===== config.mk =====
export PLATFORM = sky130hd
export DESIGN_NAME = fetch_unit_flat
export DESIGN_NICKNAME = d
export VERILOG_FILES = /design/src/rtl/fetch_unit_if.sv /design/src/rtl/fetch_unit.sv /design/src/flat_wrapper.sv
export SDC_FILE = /design/constraint.sdc
export NUM_CORES = 1
export LEC_CHECK = 0
export BUFFER_PORTS_ARGS = -buffer_cell sky130_fd_sc_hd__buf_2
export CORE_UTILIZATION = 35
export CTS_CLUSTER_SIZE = 12
export DETAILED_ROUTE_END_ITERATION = 10
export HOLD_SLACK_MARGIN = 0.05
export SLEW_MARGIN = 15
export SYNTH_ARGS = -nofsm -noshare
export SYNTH_HDL_FRONTEND = slang
export SYNTH_SLANG_ARGS = --single-unit

===== constraint.sdc =====
create_clock -name clk -period 2.35 [get_ports clk]
set_input_delay 0.1175 -clock clk [delete_from_list [all_inputs] [get_ports clk]]
set_output_delay 0.1175 -clock clk [all_outputs]
set_load 0.01 [all_outputs]

===== src/rtl/fetch_unit_if.sv =====
// Bus bundle between the fetch unit, instruction memory and the consumer.
// Handshakes: imem_req is a one-cycle request pulse answered by a later
// one-cycle imem_rvalid pulse; instr_valid/instr_ready transfer the head
// entry on any rising edge where both are high, and instr_valid never
// depends on instr_ready.
interface fetch_unit_if;
   logic        imem_req;
   logic [31:0] imem_addr;
   logic        imem_rvalid;
   logic [31:0] imem_rdata;
   logic        redirect;
   logic [31:0] redirect_pc;
   logic        instr_valid;
   logic        instr_ready;
   logic [31:0] instr;
   logic [31:0] instr_pc;

   // Fetch unit side
   modport master (
      output imem_req, imem_addr, instr_valid, instr, instr_pc,
      input  imem_rvalid, imem_rdata, redirect, redirect_pc, instr_ready
   );

   // Environment side (memory, redirect source, consumer)
   modport slave (
      input  imem_req, imem_addr, instr_valid, instr, instr_pc,
      output imem_rvalid, imem_rdata, redirect, redirect_pc, instr_ready
   );
endinterface


===== src/rtl/fetch_unit.sv =====
// Instruction fetch unit: issues one outstanding memory read at a time,
// buffers returned words with their fetch address in a small FIFO and
// restarts fetch on redirect, discarding any in-flight response.
module fetch_unit #(
   parameter logic [31:0] RESET_PC = 32'h0000_0000,
   parameter int          DEPTH    = 2
) (
   input  logic         clk,
   input  logic         reset,
   fetch_unit_if.master bus,
   output logic [1:0]   dbg_state
);

   localparam int PW = (DEPTH > 1) ? $clog2(DEPTH) : 1;
   localparam int CW = $clog2(DEPTH + 1);

   typedef enum logic [1:0] {
      IDLE = 2'd0,
      WAIT = 2'd1,
      DROP = 2'd2
   } state_t;

   state_t        state_q, state_d;
   logic [31:0]   fetch_pc_q, fetch_pc_d;
   logic [31:0]   req_pc_q, req_pc_d;
   logic [31:0]   buf_instr_q [DEPTH];
   logic [31:0]   buf_instr_d [DEPTH];
   logic [31:0]   buf_pc_q [DEPTH];
   logic [31:0]   buf_pc_d [DEPTH];
   logic [PW-1:0] rd_ptr_q, rd_ptr_d;
   logic [PW-1:0] wr_ptr_q, wr_ptr_d;
   logic [CW-1:0] count_q, count_d;

   logic req;
   logic push;
   logic pop;
   logic full;
   logic valid;

   // Next-state logic: redirect overrides everything, otherwise the FSM
   // issues/collects one request while the FIFO pushes and pops.
   always_comb begin
      state_d     = state_q;
      fetch_pc_d  = fetch_pc_q;
      req_pc_d    = req_pc_q;
      buf_instr_d = buf_instr_q;
      buf_pc_d    = buf_pc_q;
      rd_ptr_d    = rd_ptr_q;
      wr_ptr_d    = wr_ptr_q;
      count_d     = count_q;
      req         = 1'b0;
      push        = 1'b0;
      full        = (count_q == CW'(DEPTH));
      valid       = (count_q != '0) && !bus.redirect && reset;
      pop         = valid && bus.instr_ready;

      if (bus.redirect) begin
         // Flush and retarget; an in-flight response must still be absorbed.
         fetch_pc_d = bus.redirect_pc;
         rd_ptr_d   = '0;
         wr_ptr_d   = '0;
         count_d    = '0;
         case (state_q)
            IDLE:    state_d = IDLE;
            WAIT:    state_d = bus.imem_rvalid ? IDLE : DROP;
            DROP:    state_d = bus.imem_rvalid ? IDLE : DROP;
            default: state_d = IDLE;
         endcase
      end else begin
         case (state_q)
            IDLE: begin
               if (!full) begin
                  req        = 1'b1;
                  req_pc_d   = fetch_pc_q;
                  fetch_pc_d = fetch_pc_q + 32'd4;
                  state_d    = WAIT;
               end
            end
            WAIT: begin
               if (bus.imem_rvalid) begin
                  push    = 1'b1;
                  state_d = IDLE;
               end
            end
            DROP: begin
               if (bus.imem_rvalid) begin
                  state_d = IDLE;
               end
            end
            default: state_d = IDLE;
         endcase

         if (push) begin
            buf_instr_d[wr_ptr_q] = bus.imem_rdata;
            buf_pc_d[wr_ptr_q]    = req_pc_q;
            wr_ptr_d              = wr_ptr_q + PW'(1);
         end
         if (pop) begin
            rd_ptr_d = rd_ptr_q + PW'(1);
         end
         case ({push, pop})
            2'b10:   count_d = count_q + CW'(1);
            2'b01:   count_d = count_q - CW'(1);
            default: count_d = count_q;
         endcase
      end
   end

   // State and FIFO registers; reset forgets any outstanding request.
   always_ff @(posedge clk or negedge reset) begin
      if (!reset) begin
         state_q    <= IDLE;
         fetch_pc_q <= RESET_PC;
         req_pc_q   <= RESET_PC;
         rd_ptr_q   <= '0;
         wr_ptr_q   <= '0;
         count_q    <= '0;
         for (int i = 0; i < DEPTH; i++) begin
            buf_instr_q[i] <= '0;
            buf_pc_q[i]    <= '0;
         end
      end else begin
         state_q     <= state_d;
         fetch_pc_q  <= fetch_pc_d;
         req_pc_q    <= req_pc_d;
         rd_ptr_q    <= rd_ptr_d;
         wr_ptr_q    <= wr_ptr_d;
         count_q     <= count_d;
         buf_instr_q <= buf_instr_d;
         buf_pc_q    <= buf_pc_d;
      end
   end

   // Request is gated by reset so nothing issues while reset is held.
   assign bus.imem_req    = req && reset;
   assign bus.imem_addr   = fetch_pc_q;
   assign bus.instr_valid = valid;
   assign bus.instr       = buf_instr_q[rd_ptr_q];
   assign bus.instr_pc    = buf_pc_q[rd_ptr_q];
   assign dbg_state       = state_q;

endmodule


===== src/flat_wrapper.sv =====
// flat-port wrapper written by rule: the top's interface ports become plain ports
module fetch_unit_flat 
#(
   parameter logic [31:0] RESET_PC = 32'h0000_0000,
   parameter int          DEPTH    = 2
)
  (clk, reset, dbg_state, bus_imem_req, bus_imem_addr, bus_instr_valid, bus_instr, bus_instr_pc, bus_imem_rvalid, bus_imem_rdata, bus_redirect, bus_redirect_pc, bus_instr_ready);
  fetch_unit_if bus_i ();
  input  logic clk;
  input  logic reset;
  output logic [1:0] dbg_state;
  output wire logic [$bits(bus_i.imem_req)-1:0] bus_imem_req;
  output wire logic [$bits(bus_i.imem_addr)-1:0] bus_imem_addr;
  output wire logic [$bits(bus_i.instr_valid)-1:0] bus_instr_valid;
  output wire logic [$bits(bus_i.instr)-1:0] bus_instr;
  output wire logic [$bits(bus_i.instr_pc)-1:0] bus_instr_pc;
  input wire logic [$bits(bus_i.imem_rvalid)-1:0] bus_imem_rvalid;
  input wire logic [$bits(bus_i.imem_rdata)-1:0] bus_imem_rdata;
  input wire logic [$bits(bus_i.redirect)-1:0] bus_redirect;
  input wire logic [$bits(bus_i.redirect_pc)-1:0] bus_redirect_pc;
  input wire logic [$bits(bus_i.instr_ready)-1:0] bus_instr_ready;
  assign bus_imem_req = bus_i.imem_req;
  assign bus_imem_addr = bus_i.imem_addr;
  assign bus_instr_valid = bus_i.instr_valid;
  assign bus_instr = bus_i.instr;
  assign bus_instr_pc = bus_i.instr_pc;
  assign bus_i.imem_rvalid = bus_imem_rvalid;
  assign bus_i.imem_rdata = bus_imem_rdata;
  assign bus_i.redirect = bus_redirect;
  assign bus_i.redirect_pc = bus_redirect_pc;
  assign bus_i.instr_ready = bus_instr_ready;
  fetch_unit #(.RESET_PC(RESET_PC), .DEPTH(DEPTH)) u_core (.clk(clk), .reset(reset), .bus(bus_i), .dbg_state(dbg_state));
endmodule

After elaboration in Yosys (flattened, before gate mapping). Cells that the tools add are included.

Register bits: 198. Bits in latches: 0. Memory bits (writable): 0. ROM bits: 0. Input bits: 69. Output and inout bits: 100. Word-level logic and storage cells: 78. Memories: 0.

Add/sub/neg operators: 5. Multiply operators: 0. Divide/modulo/power cells: 0. Order comparisons: 3. Equality and inequality tests: 8. Shift operators: 0. Muxes and demuxes: 31. Bitwise gates (word level): 4. Reduce and logical (&&, ||, !) cells: 17.

Operators with widths (count): $mux W32 (10); $bwmux W64 (2); $add A32 B3 Y32 const B (1); $demux W32 S1 (1); $mux W2 (6); $mux W1 (10); $pmux W2 S2 (2); $reduce_bool A2 Y1 (4); $eq A2 B2 Y1 const B (3); $reduce_and A2 Y1 (3); $logic_and A1 B1 Y1 (5); $eq A2 B1 Y1 const B (2); $ge A2 B2 Y1 const B (2); $not A1 Y2 (2); $ne A3 B1 Y1 const B (1); $ne A3 B3 Y1 const B (1); $reduce_and A3 Y1 (1); $reduce_bool A3 Y1 (1); $add A1 B1 Y1 const B (2); $add A2 B1 Y2 const B (1); $logic_not A2 Y1 (1); $lt A2 B1 Y1 const B (1); $ne A2 B2 Y1 const B (1); $not A1 Y1 (2); other kinds (3) (3).

Depth between registers and ports, before layout.
Word-level depth: 7. Mapped depth: 8.

Worst setup path before layout. OpenSTA, ideal clock, no wires.

Path kind: register to register. From: register u_core.state_q[1] (netlist: u_core.dbg_state[1]). To: register u_core.buf_instr_q[0] (netlist bit). Library setup time: 0.125 ns. Arrival time: 1.665 ns. Required time: 2.225 ns. Setup slack: 0.561 ns. Stages on the path, launching flop included: 8. Period minus slack after synthesis: 1.789 ns. Cells stage by stage: dfrtp_1 inv_1 ha_1 nand2_1 nor2_1 nand2_1 buf_2 mux2_2.

Word-level cells in the longest chain between the ends: 4.

Ends and longest elaborated chain: from (decl) (RTL line fetch_unit.sv:23) `state_t state_q, state_d;`; from (signal assigned) (RTL line fetch_unit.sv:123) `state_q <= state_d;`; $eq A2 B1 Y1 (RTL line fetch_unit.sv:70) `case (state_q)`; $mux W1 (RTL line fetch_unit.sv:70); $mux W1 (RTL line fetch_unit.sv:57) `if (bus.redirect) begin`; $reduce_and A2 Y1 (no line); to (signal assigned) (RTL line fetch_unit.sv:129) `buf_instr_q <= buf_instr_d;`; to (decl) (RTL line fetch_unit.sv:26) `logic [31:0] buf_instr_q [DEPTH];`.

No other way between the ends. The select of a mux whose other input is x is not followed. A chain may end at the register's enable or synchronous reset.

Final worst setup path.
From: register u_core.state_q[1] (netlist: u_core.dbg_state[1]). To: output port bus_imem_req.

Word-level cells in the longest chain between the ends: 4.

Ends and longest elaborated chain: $logic_not A2 Y1 (RTL line fetch_unit.sv:70); $mux W1 (RTL line fetch_unit.sv:70); $mux W1 (RTL line fetch_unit.sv:57); $logic_and A1 B1 Y1 (RTL line fetch_unit.sv:135) `assign bus.imem_req = req && reset;`; to (decl) (RTL line flat_wrapper.sv:12) `output wire logic [$bits(bus_i.imem_req)-1:0] bus_imem_req;`.

No other way between the ends.

==> flow_summary.yaml <==
worst_setup_path:
  worstReg2RegEnd: "u_core.buf_instr_q[10]"
  setup.worst_path.end_class: "output port"
  r2r_setup_slack_ns: 0.42
  crit_start: "u_core.dbg_state[1]"
  cp.arrival_ns: 2.08
  rr_startpoint: "u_core.dbg_state[1]"
  critPathKind: "flip-flop to output port"
  critPathRequiredTime_ns: 2.23
  cp-endpoint: "bus_imem_req"
  crit_path_start_kind: "flip-flop"
  critPathMaxFanout: 14
  r2r_cells: 7
power_and_ir_drop:
  ir_worst_vdd_mv: 0.386
  powerDensity_nw_per_um2: 1040
  power_leakage_nw: 5.42
drt:
  vias: 5771
  dr.first_iter.drc_count: 228
  drt-total-wl_um: 20700
  avgViaCountPerCell: 4.71
  wire_per_inst_um: 16.9
  drc: 0
  dr.pass1.iters: 4
  postRouteAntennaNets: 0
logic_synthesis:
  synthFlopType: "dfrtp_1"
  synthCells: 641
  synth_cell_types: 41
  synth-simple-area-share: 0.0693
  ys_seq_area_frac: 0.555
  synth_fa_ha_area_frac: 0.00420
  syn-cell-area_um2: 8930
  yosysWarnings: 0
  syn_nets: 713
  synth-compound-area-share: 0.0209
  avgSynthCellArea_um2: 13.9
  muxShareOfSynthArea: 0.297
  synth_top_family_by_area: "multiplexers"
  synth-seq-cells: 198
  synth-async-reset-ratio: 1.00
  synth_edf_count: 0
  yosys.area_share.xor_xnor: 0.0323
global_route:
  grt-ovfl-total: 0
  grt_max_degree: 66
  first_global_vias: 6066
  grt_antenna_before_repair: 0
  grt.total_usage: 0.163
  grt_pass1_wl_um: 33000
die:
  die_x_um: 162
  dieArea_um2: 26200
  die_h_um: 162
  rows: 58
  core_area_um2: 25100
  io_pins: 169
  initial_utilization: 0.356
clock_network:
  clock-sinks: 198
  clock_path_buffers: 2
  clk_latency_ns: 0.44
  htreeDepth: 4
  clk_pin_slew_worst_paths_ns: 0.08
  cts-root-buf: "clkbuf_16"
  cts_buffers: 17
  cts_setup_buffers: 0
  cts_tree: "built"
timing:
  post-route-min-period_ns: 2.19
  fin_crit_sh: 0.934
  relSlewSlack: 0.441
  whs_ns: 0.0841
  setup_violations: 0
  finClkSkew_ns: 0.0114
  worst_pin_slew_ns: 0.839
  hold_viol: 0
  rsz0062_at_grt: "false"
  fmax_ghz: 0.456
  finalSetupTns_ns: 0
  slew_viol_final: 0
finish:
  layout.nets: 954
  areaGrowthSynthToFinish_pct: 29.1
  layout.cells.most_common: "dfrtp_1"
  mostFrequentLayoutCells: "197 x dfrtp_1, 168 x mux2_2, 167 x buf_2"
  final_layout_size_suffix_gt1_frac: 0.482
worst_hold_path:
  hp-class: "input port to flip-flop"
run_status:
  status: "finished clean"
placement:
  place.gp.congestion: 0.702
  io_buffer_count: 168
  dp_hpwl_um: 13700
run:
  drv_cap: 0
## area by class of cell
cell class	count	area (µm²)
multi-input cells	407	3800
inverters	4	15.0
clock inverters	15	200
fillers	2367	13600
clock buffers	17	425
well taps	330	413
diodes	1	2.50
repair buffers	254	1720
flip-flops and latches	198	4960
## per-stage QoR
step	power [mW]	util	instance area [µm²]	worst slack, ns	instances
final	12.0	0.459	11500	0.155	1226
after global placement	8.83	0.408	10200	0.446	1127
after CTS	12.1	0.459	11500	0.112	1225
after detailed placement	8.93	0.408	10200	0.434	1127
after floorplan	7.66	-	8930	0.561	641
after global routing	12.7	0.459	11500	0.0109	1225
## worst max-delay path: stages (launching register included)
cell and delay [ns]:
dfrtp_1 0.40, inv_1 0.08, ha_1 0.24, nand2_2 0.11, or2_2 0.30, buf_4 0.23, nor2_1 0.11, buf_2 0.16
## worst min-delay path by stage
stage | to | slack [ns] | cells past startpoint | startpoint
after floorplan | u_core.buf_instr_q[0] | -0.18 | 0 | reset
after global placement | u_core.buf_instr_q[55] | -0.02 | 1 | reset
after detailed placement | u_core.buf_instr_q[55] | -0.02 | 1 | reset
after CTS | u_core.rd_ptr_q | 0.07 | 4 | bus_instr_ready
after global routing | u_core.count_q[0] | 0.09 | 4 | bus_instr_ready
final | u_core.rd_ptr_q | 0.08 | 4 | bus_instr_ready
## flip-flops by register name (all words and copies together) (netlist names)
| register | cells |
|---|---|
| u_core.req_pc_q | 32 |
| u_core.rd_ptr_q | 1 |
| u_core.count_q | 2 |
| u_core.wr_ptr_q | 1 |
| u_core.buf_instr_q | 64 |
| u_core.dbg_state | 2 |
| u_core.buf_pc_q | 64 |
| u_core.bus.imem_addr | 32 |
## power by group
group	total, mW	internal, mW	switching (mW)	leakage (nW)
registers	5.42	4.68	0.738	2.49
clock network	3.05	1.56	1.49	0.307
logic	3.50	2.07	1.43	2.62
total	12.0	8.31	3.66	5.42
## routing by layer
layer  global-route usage  vias to the layer above  routed length [µm]
li1                     -                     2757                   -
met1                0.222                     2874                9960
met2                0.260                      125                9710
met3               0.0324                       15                 792
met4               0.0502                        0                 216
met5                    0                        -                   0
## synth_stat cells (all sizes together) (2+ instances only)
library cell | instances | share of area
xnor2 | 3 | 0.0029
inv | 4 | 0.0017
nor3 | 6 | 0.0057
nor4 | 3 | 0.0052
clkbuf | 8 | 0.0034
buf | 24 | 0.016
nand2 | 49 | 0.021
nor2 | 11 | 0.0046
o21ai | 32 | 0.018
and3 | 4 | 0.0028
nor3b | 3 | 0.0038
xor2 | 30 | 0.029
dfrtp | 198 | 0.55
mux2 | 226 | 0.30
nand4b | 2 | 0.0020
ha | 3 | 0.0042
nand4 | 11 | 0.0094
nand3 | 14 | 0.0078
## cell families (layout without fill, tap and decap cells)
group | after synthesis | after routing
muxes | 227 | 227
DFF | 198 | 198
and+or+nand+nor | 109 | 109
buffers and inverters | 36 | 290
AOI/OAI and AO/OA | 35 | 35
xor gates and xnor gates | 33 | 33
adders and majority gates | 3 | 3
other | 0 | 1
## what timing repair did
action	CTS	global route
resized for setup	0	0
hold buffers	66	0
endpoints found under the hold margin	183	0
Note: power is estimated with default switching activity, not from simulation.
